**config.mk**
```make
export PLATFORM = sky130hd
export DESIGN_NAME = control_sequencer
export DESIGN_NICKNAME = d
export VERILOG_FILES = /design/src/rtl/cpu_pkg.sv /design/src/rtl/control_sequencer_op_decoder.sv /design/src/rtl/control_sequencer.sv
export SDC_FILE = /design/constraint.sdc
export NUM_CORES = 1
export LEC_CHECK = 0
export CORE_MARGIN = 1
export CORE_UTILIZATION = 39
export DETAILED_ROUTE_END_ITERATION = 16
export GPL_TIMING_DRIVEN = 0
export PLACE_DENSITY = 0.86
export SYNTH_ARGS = -nofsm -noshare
export SYNTH_HDL_FRONTEND = slang
export SYNTH_SLANG_ARGS = --single-unit
export TNS_END_PERCENT = 100
```
**constraint.sdc**
```tcl
create_clock -name clock -period 1.8 [get_ports clock]
set_input_delay 0.18 -clock clock [delete_from_list [all_inputs] [get_ports clock]]
set_output_delay 0.18 -clock clock [all_outputs]
set_load 0.01 [all_outputs]
```
**src/rtl/cpu_pkg.sv**
```systemverilog
// Shared CPU definitions: opcodes, ALU function codes, sequencer state encoding
// and the instruction classes produced by the opcode decoder.
package cpu_pkg;

    localparam logic [4:0] OP_NOP  = 5'b00000;
    localparam logic [4:0] OP_LDI  = 5'b00001;
    localparam logic [4:0] OP_ADD  = 5'b00011;
    localparam logic [4:0] OP_SUB  = 5'b00100;
    localparam logic [4:0] OP_AND  = 5'b01010;
    localparam logic [4:0] OP_OR   = 5'b01011;
    localparam logic [4:0] OP_HALT = 5'b11111;

    // Function codes shared with the datapath ALU.
    typedef enum logic [3:0] {
        ALU_ADD = 4'd0,
        ALU_SUB = 4'd1,
        ALU_AND = 4'd2,
        ALU_OR  = 4'd3
    } alu_op_e;

    typedef enum logic [3:0] {
        ST_IDLE = 4'd0,
        ST_T0   = 4'd1,
        ST_T1   = 4'd2,
        ST_T2   = 4'd3,
        ST_T3   = 4'd4,
        ST_T4   = 4'd5,
        ST_T5   = 4'd6,
        ST_HALT = 4'd7
    } state_e;

    typedef enum logic [2:0] {
        CLS_RTYPE,
        CLS_LDI,
        CLS_NOP,
        CLS_HALT,
        CLS_ILLEGAL
    } instr_class_e;

endpackage

```
**src/rtl/control_sequencer_op_decoder.sv**
```systemverilog
// Combinational opcode decoder: classifies an opcode and selects the ALU
// function used in the execute phase.
module op_decoder
    import cpu_pkg::*;
#(
    parameter int OPW = 5
) (
    input  logic [OPW-1:0] opcode,
    output instr_class_e   iclass,
    output alu_op_e        alu_op
);

    // NOTE: every output gets a default before the case, so no path leaves
    // a value unassigned and no latch is inferred.
    always_comb begin
        iclass = CLS_ILLEGAL;
        alu_op = ALU_ADD;
        case (opcode)
            OP_ADD:  begin iclass = CLS_RTYPE; alu_op = ALU_ADD; end
            OP_SUB:  begin iclass = CLS_RTYPE; alu_op = ALU_SUB; end
            OP_AND:  begin iclass = CLS_RTYPE; alu_op = ALU_AND; end
            OP_OR:   begin iclass = CLS_RTYPE; alu_op = ALU_OR;  end
            OP_LDI:  iclass = CLS_LDI;
            OP_NOP:  iclass = CLS_NOP;
            OP_HALT: iclass = CLS_HALT;
            default: iclass = CLS_ILLEGAL;
        endcase
    end

endmodule

```
**src/rtl/control_sequencer.sv**
```systemverilog
// Hardwired Moore control sequencer: fetch T0-T2, execute T3-T5, memory-ready
// stall in T1, retired-instruction counter and halt handling.
module control_sequencer
    import cpu_pkg::*;
#(
    parameter int OPW  = 5,
    parameter int CNTW = 16
) (
    input  logic            clock,
    input  logic            clear,
    input  logic [31:0]     ir,
    input  logic            mem_ready,
    input  logic            stop,
    output logic            pco,
    output logic            mari,
    output logic            incpc,
    output logic            rzi,
    output logic            read,
    output logic            mdri,
    output logic            rzlo,
    output logic            pci,
    output logic            mdro,
    output logic            iri,
    output logic            gra,
    output logic            grb,
    output logic            grc,
    output logic            rin,
    output logic            rout,
    output logic            ryi,
    output logic            cout,
    output logic [3:0]      alu_op,
    output logic            run,
    output logic            illegal,
    output logic [CNTW-1:0] instr_count
);

    state_e          state_q, state_d;
    logic [OPW-1:0]  op_q, op_d;
    logic [CNTW-1:0] count_q, count_d;
    logic [OPW-1:0]  dec_opcode;
    instr_class_e    dec_class;
    alu_op_e         dec_alu;
    logic            retire;
    logic            unused_ir_bits;

    assign unused_ir_bits = ^ir[31-OPW:0];

    // T2 branches on the bus-visible IR; later phases use the latched opcode.
    assign dec_opcode = (state_q == ST_T2) ? ir[31 -: OPW] : op_q;

    op_decoder #(.OPW(OPW)) u_op_decoder (
        .opcode (dec_opcode),
        .iclass (dec_class),
        .alu_op (dec_alu)
    );

    always_comb begin
        state_d = state_q;
        op_d    = op_q;
        retire  = 1'b0;
        case (state_q)
            ST_IDLE: state_d = ST_T0;
            ST_T0:   state_d = ST_T1;
            ST_T1:   if (mem_ready) state_d = ST_T2;
            ST_T2: begin
                op_d = dec_opcode;
                case (dec_class)
                    CLS_RTYPE, CLS_LDI: state_d = ST_T3;
                    CLS_HALT:           state_d = ST_HALT;
                    default:            retire  = 1'b1;
                endcase
            end
            ST_T3:   state_d = ST_T4;
            ST_T4:   state_d = ST_T5;
            ST_T5:   retire  = 1'b1;
            ST_HALT: state_d = ST_HALT;
            default: state_d = ST_IDLE;
        endcase
        if (retire) state_d = stop ? ST_HALT : ST_T0;
        count_d = retire ? count_q + CNTW'(1) : count_q;
    end

    // NOTE: state is updated with non-blocking assignments so every flop
    // samples the pre-edge values of the others.
    always_ff @(posedge clock or posedge clear) begin
        if (clear) begin
            state_q <= ST_IDLE;
            op_q    <= '0;
            count_q <= '0;
        end else begin
            state_q <= state_d;
            op_q    <= op_d;
            count_q <= count_d;
        end
    end

    always_comb begin
        {pco, mari, incpc, rzi, read, mdri, rzlo, pci, mdro, iri} = '0;
        {gra, grb, grc, rin, rout, ryi, cout} = '0;
        alu_op  = ALU_ADD;
        illegal = 1'b0;
        run     = (state_q != ST_IDLE) && (state_q != ST_HALT);
        case (state_q)
            ST_T0: {pco, mari, incpc, rzi} = 4'b1111;
            ST_T1: begin
                {read, mdri} = 2'b11;
                {rzlo, pci}  = {2{mem_ready}};
            end
            ST_T2: begin
                {mdro, iri} = 2'b11;
                illegal     = (dec_class == CLS_ILLEGAL);
            end
            ST_T3: {grb, rout, ryi} = 3'b111;
            ST_T4: begin
                rzi    = 1'b1;
                alu_op = dec_alu;
                if (dec_class == CLS_RTYPE) {grc, rout} = 2'b11;
                else                        cout = 1'b1;
            end
            ST_T5: {rzlo, gra, rin} = 3'b111;
            default: ;
        endcase
    end

    assign instr_count = count_q;

endmodule

```
# Word-level counts from Yosys, hierarchy flattened
# Index checks and enable logic that the tools add are counted.
# W data, S select, Z words.
# op_classes
n_eq_ne	20
mux	25
reduce_logical	10
addsub	1
# op_table
operator	n
$pmux W4 S8	1
$add A16 B1 Y16 const B	1
$eq A4 B3 Y1 const B	4
$mux W1	13
$mux W4	3
$pmux W3 S4	1
$eq A5 B4 Y1 const B	2
$eq A4 B2 Y1 const B	2
$pmux W4 S2	1
$pmux W1 S2	3
$pmux W2 S3	1
$eq A5 B1 Y1 const B	1
$eq A5 B2 Y1 const B	1
$eq A5 B3 Y1 const B	1
$eq A5 B5 Y1 const B	1
$logic_not A5 Y1	1
$mux W5	1
$eq A4 B1 Y1 const B	1
$logic_not A4 Y1	1
$ne A4 B2 Y1 const B	1
$ne A4 B3 Y1 const B	1
$reduce_bool A4 Y1	1
$reduce_or A2 Y1	2
$reduce_or A4 Y1	1
other kinds (10)	10
# totals
inputBits	36
register_bits	25
output_inout_bits	39

# Longest topological paths before layout
# Gate-level depths: netlist of run 1.
# logic_depth
depth_word	11
ltp_mapped	6
mapped_depth_nobuf	5

# Hierarchy
# A second synthesis of run 1 with hierarchy kept.
# unflattened
hier_cells	161
area_unflattened_um2	1508.9
# by_module_without_submodules
module	area_each_um2	n_inst	cells_per_inst
control_sequencer	1390.1	1	142
op_decoder	118.9	1	19

# Worst setup path after synthesis of run 1
# Ideal clock, no wire load.
# synth_timing
path_type	reg-to-output
from	register state_q[2]
to	output port illegal
arrival_ns	1.583
setup_slack_ns	0.037
stages_incl_launch_ff	6
path_cell_list	dfrtp_1 -> nand3b_2 -> mux2_2 -> mux2_2 -> nor2_1 -> a211oi_1
# synth_via
elab_chain_len	7
# synth_rtl
element	line_no	rtl
start, declared	control_sequencer.sv:37	state_e state_q, state_d;
start signal, assigned	control_sequencer.sv:91	state_q <= state_d;
$eq A4 B2 Y1 (*)	control_sequencer.sv:49, control_sequencer.sv:103	
$mux W5	control_sequencer.sv:49	assign dec_opcode = (state_q == ST_T2) ? ir[31 -: OPW] : op_q;
$eq A5 B2 Y1, or another cell as far along	control_sequencer_op_decoder.sv:18	case (opcode)
$reduce_or A4 Y1 (no line)	--	
$pmux W3 S4	control_sequencer_op_decoder.sv:18	
$eq A3 B3 Y1	control_sequencer.sv:111	illegal = (dec_class == CLS_ILLEGAL);
$mux W1 (*)	control_sequencer.sv:103	case (state_q)
end, declared	control_sequencer.sv:33	output logic illegal,
# Mark *: on every way between the ends. The rest lies on a longest branch, timed or not.

# Final worst setup path of run 1
# Ends and elaborated chain as after synthesis.

==> impl_summary.log, run 1 <==
INFO  metric synth.cell_area = 1440 sq um
INFO  metric drc = 0
INFO  metric grt_setup_unrepaired = yes
INFO  metric power.ir.vdd_worst = 0.000750 V
INFO  metric routed_wire_length_per_instance = 13.5 microns
INFO  metric post-dp-hpwl = 2.30 mm
INFO  metric timing.critical_path.buf_inv = 1
INFO  metric core-area = 3440 sq um
INFO  metric setup_total_neg_slack = -836 ps
INFO  metric fp-row-count = 21
INFO  metric sequentialPowerShare = 35.4%
INFO  metric post-synth-top-area-cell = sky130_fd_sc_hd__dfrtp_1
INFO  metric place.gp.congestion = 0.804
INFO  metric timing.critical_path.fanout_max = 6
INFO  metric route.final.wire_length = 3.58 mm
INFO  metric die_area = 3940 sq um
INFO  metric seq_area_frac_synth = 41.7%
INFO  metric total_power = 2280 uW
INFO  metric worstSetupEndpointType = output port
INFO  metric initial_core_util = a little over two fifths
INFO  metric seqCellArea = 601 sq um
INFO  metric synth.ff_latch_count = 24
INFO  metric crit_end = illegal
INFO  metric clk_root_buffer_cell = sky130_fd_sc_hd__clkbuf_8
INFO  metric synthTopCellsByCount = sky130_fd_sc_hd__dfrtp_1, sky130_fd_sc_hd__nand2_1, sky130_fd_sc_hd__nor2_1
INFO  metric cts_hold_repair.buffers = 0
INFO  metric cap_violations = 0
INFO  metric post_drt_via_cell_ratio = 5.02
INFO  metric placed_cells = between 200 and 250
INFO  metric antenna_found_initial = 0
INFO  metric synth_cell_types = 38
INFO  metric internal_power = about 1500 uW
INFO  metric cp.depth = 6
INFO  metric worst_setup_path_start_kind = flip-flop
INFO  metric grt_remaining_overflow = 0
INFO  metric total_vias_in_the_final_route = 1331
INFO  metric violations = negative setup slack
INFO  metric max_slew.worst_pin.slew = 882 ps
INFO  metric critical_path_required = 1620 ps
INFO  metric clock_tree.buffer_depth = 2
INFO  metric switching_power = around 810 uW
INFO  metric period_needed = 1940 ps
INFO  metric via_count_of_the_first_global_routing_pass = approximately 1100
INFO  metric slack_of_the_worst_reg_to_reg_path = -60 ps
INFO  metric async_flop_share = 100%
INFO  metric dp_worst_setup_slack = -854 ps
INFO  metric power.combinational.fraction = between 40% and 50%
INFO  metric hold_viol = 0
INFO  metric final_net_count = 257
INFO  metric final_layout_size_suffix_gt1_share = between 30 and 40%
INFO  metric timing.final.setup_violations = 17
INFO  metric leakage = 0.00100 uW
INFO  metric die_h = 62.8 microns
INFO  metric worst_path_most_repeated_cell = sky130_fd_sc_hd__mux2_4
INFO  metric antenna_left = 0
INFO  metric yosys_warnings = 0
INFO  metric n_fill_cell = 290
INFO  metric clk_latency = 270 ps
INFO  metric post_layout_cell_count = 265
INFO  metric timing.final.ws_setup = -144 ps
INFO  metric syn2layout_area_growth = 50.2%
INFO  metric boundaryPins = 75
INFO  metric footprint_of_the_multi_input_gates = 818 sq um
INFO  metric fp.dieW = 62.8 microns
INFO  metric power.density_cell_area = 1050 nW/um^2
INFO  metric detailedRoute.firstPassIterationCount = 4
INFO  metric synthMostInstantiatedCell = sky130_fd_sc_hd__dfrtp_1
INFO  metric synth_edf_count = 0
INFO  metric min-delay-start = ir[29]
INFO  metric path_cells = nand3b_4 -> mux2_4 -> mux2_4 -> nor2_2 -> a211oi_2 -> buf_2
INFO  metric synth_top_area_share = 41.7%
INFO  metric skew = 4.12 ps
INFO  metric clockPowerShare = 15.7%
INFO  metric gr-usage-all-layers = 17.9%
INFO  metric worst_r2r_endpoint = instr_count[7]$_DFFE_PP0P_
INFO  metric rr_startpoint = state_q[2]$_DFFE_PP0P_
INFO  metric cp_delay_by_family_top = multiplexers
INFO  metric tritoncts = yes
INFO  metric slowest_stage = sky130_fd_sc_hd__dfrtp_1
INFO  metric first_pass_grt_wire_length = ~5.5 mm
INFO  metric fmax = 514 MHz
INFO  metric post_syn_instances = 153
INFO  metric fin_crit_sh = 108%
INFO  metric r2r.worst_path.cells = 7
INFO  metric timing.critical_path.arrival = 1760 ps
INFO  metric status = finished, violations left
INFO  metric clock_tree.htree_level_count = 1
INFO  metric highest_cell_delay_on_the_worst_timing_path = 380 ps
INFO  metric timing.max_slew.rel_slack = ~40%
INFO  metric timing.final.max_slew_violations = 0
INFO  metric crit_type = reg2out
INFO  metric worstHoldPathType = in2reg
INFO  metric grt_max_degree = 25
INFO  metric port_buffers = 45
INFO  metric ys_top_cells_by_area = sky130_fd_sc_hd__dfrtp_1, sky130_fd_sc_hd__xnor2_1, sky130_fd_sc_hd__nand4_1
INFO  metric antenna_cells = 0
INFO  metric cts_made_buffers = 3
INFO  metric cts.sink_count = 24
INFO  metric dr.first_iter.drc_count = 67
INFO  metric crit_path_start = state_q[2]$_DFFE_PP0P_
INFO  metric sw_frac_of_total = 35.6%
INFO  metric ys.flop_type = sky130_fd_sc_hd__dfrtp_1
INFO  metric clkTransAtPathRegs = 80 ps
INFO  metric postSynthAreaPerCell = approximately 9.4 sq um
[worst register-to-register path: stages (launching register included)]
cell and delay (ps):
sky130_fd_sc_hd__dfrtp_1 380, sky130_fd_sc_hd__nand3b_4 200, sky130_fd_sc_hd__buf_4 160, sky130_fd_sc_hd__buf_4 130, sky130_fd_sc_hd__o32ai_4 410, sky130_fd_sc_hd__buf_4 190
sky130_fd_sc_hd__nand4_1 120, sky130_fd_sc_hd__xnor2_1 150
[worst min-delay path by stage]
stage | cells after the start | end
after floorplan | 1 | instr_count[0]$_DFFE_PP0P_
after global placement | 1 | instr_count[15]$_DFFE_PP0P_
after detailed placement | 1 | instr_count[4]$_DFFE_PP0P_
after CTS | 3 | op_q[1]$_DFFE_PP0P_
after global routing | 3 | op_q[2]$_DFFE_PP0P_
final | 3 | op_q[2]$_DFFE_PP0P_
[cell usage in the layout, fill, tap and decap left out, drive strengths merged, types with 4 or more instances in the layout]
cell type,netlist,layout
nor2,14,14
inv,6,6
nor3,6,6
a21oi,5,5
dfrtp,24,24
dlygate4sd2,0,7
xnor2,12,12
clkdlybuf4s50,0,20
nand2b,4,4
clkbuf,3,11
buf,10,38
nand2,16,16
nand4,12,12
[power by group through the flow]
stage / Combinational [uW] / Clock (uW) / Sequential (uW)
6_report: 1110 / 359 / 807
5_1_grt: 1200 / 389 / 836
4_1_cts: 993 / 370 / 803
3_5_place_dp: 863 / 0 / 815
3_3_place_gp: 855 / 0 / 812
2_1_floorplan: 503 / 0 / 817
[through the flow]
stage | area, sq um | hold WS, ps | util, %
2_1_floorplan | 1440 | 195 | -
3_5_place_dp | 1950 | 482 | 56.7
6_report | 2160 | 241 | 62.8
3_3_place_gp | 1950 | 459 | 56.7
4_1_cts | 2100 | 306 | 60.9
5_1_grt | 2160 | 277 | 62.8
[registers in the layout, indices dropped and copies added (netlist names)]
signal	count
state_q	3
op_q	5
instr_count	16
[per-layer routing]
layer  up-vias  track usage, %  routed length, microns
met2        34            30.3                    1870
met4         0            3.49                      37
li1        652               -                       -
met3         5            4.38                     121
met5         -               0                       0
met1       640            23.3                    1550
[layout make-up]
class | count | area share [%]
clock buffers | 4 | 2.54
inverters | 6 | 1.16
well taps | 46 | 2.66
multi-input cells | 111 | 37.8
plain buffers | 13 | 4.86
repair buffers | 61 | 23.2
flip-flops and latches | 24 | 27.8
[timing repair]
item | 4_1_cts | 5_1_grt
gates resized for setup | 72 | 16
endpoints found under the setup margin | 37 | 28
setup buffers | 9 | 6
gates cloned | 0 | 1
pin swaps | 4 | 8
endpoints found under the hold margin | 0 | 0
[logic make-up after synthesis]
| logic type | share of synthesized area, % |
|---|---|
| AOI/OAI and AO/OA | 9.04 |
| xor gates and xnor gates | 9.12 |
| adders and majority gates | 0.869 |
| buffers and inverters | 8.51 |
| DFF | 41.7 |
| muxes | 3.04 |
| other | 0.260 |
| and+or+nand+nor | 27.5 |
(Power assumes the default switching activity.)
==> run 2, diff against run 1 <==
--- a/config.mk
+++ b/config.mk
@@ -9,7 +9,9 @@
 export CORE_UTILIZATION = 39
 export DETAILED_ROUTE_END_ITERATION = 16
 export GPL_TIMING_DRIVEN = 0
+export HOLD_SLACK_MARGIN = 0.05
 export PLACE_DENSITY = 0.86
+export RECOVER_POWER = 100
 export SYNTH_ARGS = -nofsm -noshare
 export SYNTH_HDL_FRONTEND = slang
 export SYNTH_SLANG_ARGS = --single-unit
==> results of run 2 <==
Final layout, timing and power as in run 1 (identical DEF).
==> run 3, diff against run 2 <==
--- a/config.mk
+++ b/config.mk
@@ -5,6 +5,7 @@
 export SDC_FILE = /design/constraint.sdc
 export NUM_CORES = 1
 export LEC_CHECK = 0
+export CAP_MARGIN = 10
 export CORE_MARGIN = 1
 export CORE_UTILIZATION = 39
 export DETAILED_ROUTE_END_ITERATION = 16
==> results of run 3 <==
Final layout, timing and power as in run 1 (identical DEF).
